--- src/rtl/ps2_key_decoder.sv ---
// PS/2 keyboard receiver: framed byte capture, E0/F0 prefix decoding and held-state tracking for a key table.
// Optional macro PS2_TYPEMATIC_EN: repeated make codes for a held key re-pulse key_press.
module ps2_key_decoder #(
    parameter int                    NUM_KEYS       = 8,
    parameter logic [NUM_KEYS*9-1:0] KEY_CODES      = {9'h174, 9'h172, 9'h16B, 9'h175,
                                                       9'h023, 9'h01B, 9'h01C, 9'h01D},
    parameter int                    TIMEOUT_CYCLES = 100000
) (
    input  logic                clk,
    input  logic                rst,
    input  logic                ps2_clk,
    input  logic                ps2_data,
    output logic                rx_valid,
    output logic [7:0]          rx_byte,
    output logic                frame_err,
    output logic [NUM_KEYS-1:0] key_down,
    output logic [NUM_KEYS-1:0] key_press,
    output logic [NUM_KEYS-1:0] key_release
);
    localparam int TW = $clog2(TIMEOUT_CYCLES + 1);

    typedef enum logic [1:0] {IDLE, DATA, PARITY, STOP} state_t;

    logic [2:0]          clk_sync;
    logic [1:0]          data_sync;
    logic                fall;
    logic                data_bit;

    state_t              state, state_next;
    logic [2:0]          bit_cnt, bit_cnt_next;
    logic [7:0]          shift, shift_next;
    logic                parity, parity_next;
    logic [TW-1:0]       timer, timer_next;
    logic                good, bad;

    logic                ext, brk;
    logic [NUM_KEYS-1:0] match;

    // Bus idles high, so the synchronisers reset to 1 to avoid a false falling edge.
    always_ff @(posedge clk) begin
        if (rst) begin
            clk_sync  <= '1;
            data_sync <= '1;
        end else begin
            clk_sync  <= {clk_sync[1:0], ps2_clk};
            data_sync <= {data_sync[0], ps2_data};
        end
    end

    assign fall     = clk_sync[2] & ~clk_sync[1];
    assign data_bit = data_sync[1];

    always_comb begin
        state_next   = state;
        bit_cnt_next = bit_cnt;
        shift_next   = shift;
        parity_next  = parity;
        good         = 1'b0;
        bad          = 1'b0;
        timer_next   = (state == IDLE || fall) ? '0 : timer + 1'b1;
        // A stalled frame is abandoned even if an edge happens to arrive in the same cycle.
        if (state != IDLE && timer == TW'(TIMEOUT_CYCLES - 1)) begin
            state_next = IDLE;
            bad        = 1'b1;
        end else if (fall) begin
            case (state)
                IDLE: begin
                    if (!data_bit) begin
                        state_next   = DATA;
                        bit_cnt_next = '0;
                    end
                end
                DATA: begin
                    shift_next   = {data_bit, shift[7:1]};
                    bit_cnt_next = bit_cnt + 3'd1;
                    if (bit_cnt == 3'd7) state_next = PARITY;
                end
                PARITY: begin
                    parity_next = data_bit;
                    state_next  = STOP;
                end
                STOP: begin
                    good       = data_bit & (^shift ^ parity);
                    bad        = ~good;
                    state_next = IDLE;
                end
                default: state_next = IDLE;
            endcase
        end
    end

    always_ff @(posedge clk) begin
        if (rst) begin
            state     <= IDLE;
            bit_cnt   <= '0;
            shift     <= '0;
            parity    <= 1'b0;
            timer     <= '0;
            rx_valid  <= 1'b0;
            rx_byte   <= '0;
            frame_err <= 1'b0;
        end else begin
            state     <= state_next;
            bit_cnt   <= bit_cnt_next;
            shift     <= shift_next;
            parity    <= parity_next;
            timer     <= timer_next;
            rx_valid  <= good;
            frame_err <= bad;
            if (good) rx_byte <= shift;
        end
    end

    always_comb begin
        match = '0;
        for (int i = 0; i < NUM_KEYS; i++)
            match[i] = ({ext, rx_byte} == KEY_CODES[9*i +: 9]);
    end

    // Prefix flags persist until a non-prefix byte (or a bad frame) consumes them.
    always_ff @(posedge clk) begin
        if (rst) begin
            ext         <= 1'b0;
            brk         <= 1'b0;
            key_down    <= '0;
            key_press   <= '0;
            key_release <= '0;
        end else begin
            key_press   <= '0;
            key_release <= '0;
            if (frame_err) begin
                ext <= 1'b0;
                brk <= 1'b0;
            end else if (rx_valid) begin
                if (rx_byte == 8'hE0) begin
                    ext <= 1'b1;
                end else if (rx_byte == 8'hF0) begin
                    brk <= 1'b1;
                end else if (rx_byte == 8'hAA && !ext && !brk) begin
                    key_down <= '0;
                end else begin
                    ext <= 1'b0;
                    brk <= 1'b0;
                    if (brk) begin
                        key_down    <= key_down & ~match;
                        key_release <= key_down & match;
                    end else begin
                        key_down  <= key_down | match;
`ifdef PS2_TYPEMATIC_EN
                        key_press <= match;
`else
                        key_press <= match & ~key_down;
`endif
                    end
                end
            end
        end
    end

endmodule
--- config.mk ---
export PLATFORM = sky130hd
export DESIGN_NAME = ps2_key_decoder
export DESIGN_NICKNAME = d
export VERILOG_FILES = /design/src/rtl/ps2_key_decoder.sv
export SDC_FILE = /design/constraint.sdc
export NUM_CORES = 1
export LEC_CHECK = 0
export BUFFER_PORTS_ARGS = -buffer_cell sky130_fd_sc_hd__buf_4
export CORE_ASPECT_RATIO = 1.4
export CORE_UTILIZATION = 50
export CTS_CLUSTER_SIZE = 12
export DETAILED_ROUTE_END_ITERATION = 10
export PLACE_DENSITY = 0.82
export SLEW_MARGIN = 20
export SYNTH_ARGS = -nofsm -noshare
export SYNTH_HDL_FRONTEND = slang
export SYNTH_SLANG_ARGS = --single-unit
--- constraint.sdc ---
create_clock -name clk -period 4.3 [get_ports clk]
set_input_delay 0.86 -clock clk [delete_from_list [all_inputs] [get_ports clk]]
set_output_delay 0.86 -clock clk [all_outputs]
set_load 0.01 [all_outputs]
==> impl_results.md <==
- Reg2reg path depth: 7
- Synth top area share: 47.0%
- Number of buffers created by CTS: 9
- Setup repair bufs after CTS: 0
- CTS sink cnt: 72
- DRT iter0 DRCs: 149
- Antenna cells: 0
- Routed Antenna Nets: 0
- Dpl cell area: 0.00337 sq mm
- CP Capture Type: flop
- R2R Path End: shift[1]
- Mapped Cells: 327
- Synthesized flop and latch total: 72
- Fraction of registers with async set/reset: 0%
- Syn nets: 338
- Area growth syn-to-layout: 17.0%
- Clk pwr share: 46.0%
- Synthesized area per cell: 9.39 sq um
- Root Buffer: clkbuf_8
- Gates resized, CTS repair: 0
- Main synth FF type: dfxtp_1
- Post-synthesis sequential area ratio: 47.0%
- Initial DRT Pass Iterations: 4
- GPL Wtd Cong: 0.888
- Critical path destination: shift[1]
- Psw: 0.258 mW
- Die area: 0.00646 sq mm
- Synth Area in Adders: 2.85%
- Clock Latency Late Sink: 0.35 ns
- Tmin final: 2.40 ns
- Fin. max-slew vios: 0
- Port bufs: 37
- RSZ-0062 raised after global routing: no
- Htree depth: 3
- Ranking of synthesized cells by area: dfxtp_1, mux2i_1, nand2b_1
- Switch share: 20.3%
- Routed WL per cell: 14.0 um
- Setup violations, final: 0
- Internal Power: 1.01 mW
- FILL cells: 500
- Worst slew margin relative to its limit: 42.0%
- First-pass GRT wire length: 9800 um
- Post-CTS Hold Buffers: 0
- Routed wire length: 6100 um
- GRT Overall Usage: 20.4%
- CP required: 4.52 ns
- Final instance area: 0.00359 sq mm
- Reg power frac: 52.7%
- Core outline area: 0.00590 sq mm
- Worst hold path type: reg2reg
- Critical path arrival: 2.62 ns
- Largest net degree at the start of global routing: 50
- Crit path from: state[0]
- Crit path kind: reg2reg
- Post-synthesis mux area share: 6.20%
- I/O pin total: 38
- Starting Density: 52.0%
- Hpwl dp: 4340 um
- Pwr dens: 354 mW/mm^2
- Status: completed
- Vias in the first global route: 2237
- CP max FO: 11
- XOR/XNOR Fraction of Synth Area: 6.44%
- Startpoint Class: flop
- Nets: 373
- Commonest cells in the netlist: dfxtp_1, nor2_1, a21oi_1, nand2b_1, mux2i_1
- FP Rows: 33
- Die X: 68.2 um
- R2R Setup Slk: 1.90 ns
- Worst-Margin Slew: 0.862 ns
- Setup_tns: 0 ns
- Share of cells above drive strength 1: 18.8%
- TritonCTS clock tree: built
- Overall power: 1.27 mW
- Clk_skew: 0.00783 ns
- Cell with the most instances after synthesis: dfxtp_1
- RR Startpoint: state[0]
- Final hold vios: 0
- Vias: 2422
- Comb pwr share: 1.3%
- Cell Area, Synth: 0.00307 sq mm
- GRT Residual Overflow: 0
- Final core utilization: 60.8%
- Synth Warn #: 0
- DRC: 0
- Post-synth EDFFs: 0
- Hold WS: 0.410 ns
- Max-Cap Viols: 0
- Compound-Gate Fraction of Synth Area: 5.99%
- Via density: 5.54
- Longest Clk Path Bufs: 2
- Initial antenna violation count: 0
- Synth Area in Simple Gates: 28.7%
- Peak Freq: 0.416 GHz
- Lkg Pwr: 1.39 nW
- Worst vdd ir: 0.000205 V
- Area leader, netlist: dfxtp_1
- Final worst-path cycle share: 55.9%
- Worst-path clk slew: 0.07 ns
- Main combinational cell family by area after synthesis: simple AND/OR/NAND/NOR gates
- Die Y: 94.7 um
- Yosys cell types: 38
==> routing by layer <==
layer	routed length, um	vias to the layer above	global-route usage (%)
met5	0	-	0
met4	148	0	10.6
met3	268	17	5.56
met2	3290	59	36.8
met1	2400	1142	20.7
li1	-	1204	-
==> worst max-delay path: stages, from the launching register on <==
cell,delay (ns)
dfxtp_1,0.39
inv_1,0.09
ha_1,0.26
nand4b_1,0.24
or3_4,0.43
o211ai_2,0.54
mux2i_1,0.27
nor2_1,0.06
==> cell type report <==
cell class                      instances  area [sq um]  share of cell area [%]
Clock buffer                           10           138                    3.83
Clock inverter                          6          82.6                    2.30
Inverter                                7          26.3                   0.731
Multi-Input combinational cell        235          1540                    42.8
Sequential cell                        72          1440                    40.1
Tap cell                               70          87.6                    2.44
Timing Repair Buffer                   37           278                    7.73
==> cells in the final DEF (no fill, tap or decap), drive strengths merged, types with 3 or more instances in the layout <==
master,n
nand4b,3
xnor2,8
nand4,6
inv,7
nor2b,3
nand2b,23
clkbuf,10
nand3,9
or3,3
dfxtp,72
clkinv,3
a21oi,23
o21ai,5
ha,7
and3,10
or2,9
buf,37
nor3b,8
nor2,31
mux2i,19
xor2,12
nor3,15
nand2,16
nor4,12
==> how the worst min path moves through the flow <==
stage	from	to	slack, ns	cells after the start
final	clk_sync[0]	clk_sync[1]	0.41	1
after global routing	clk_sync[0]	clk_sync[1]	0.43	1
after CTS	clk_sync[0]	clk_sync[1]	0.41	1
after detailed placement	clk_sync[0]	clk_sync[1]	0.39	1
after global placement	data_sync[0]	data_sync[1]	0.40	1
after floorplan	clk_sync[0]	clk_sync[1]	0.39	1
==> power by group through the flow <==
stage | clock network (mW) | registers, mW | logic [mW]
final | 0.585 | 0.670 | 0.0171
after global routing | 0.631 | 0.670 | 0.0187
after CTS | 0.599 | 0.670 | 0.0172
after detailed placement | 0 | 0.685 | 0.0171
after global placement | 0 | 0.685 | 0.0168
after floorplan | 0 | 0.685 | 0.0133
==> stage by stage <==
step                setup WS, ns  cells
CTS                         1.90    437
floorplan                   2.35    327
global placement            2.03    421
finish                      1.90    437
detailed placement          1.94    421
global route                1.73    437
==> state kept, by name, indices dropped and copies added, names as in the netlist <==
register / flops
bit_cnt: 3
brk: 1
clk_sync: 3
data_sync: 2
ext: 1
frame_err: 1
key_down: 8
key_press: 8
key_release: 8
parity: 1
rx_byte: 8
rx_valid: 1
shift: 8
state: 2
timer: 17
==> cells by family after synthesis <==
kind of cell,Yosys count
fa+ha+maj,7
simple gates,155
xor+xnor,21
compound gates,33
flops,72
mux,19
buf+inv,20
Power figures use the tool's default switching activity.
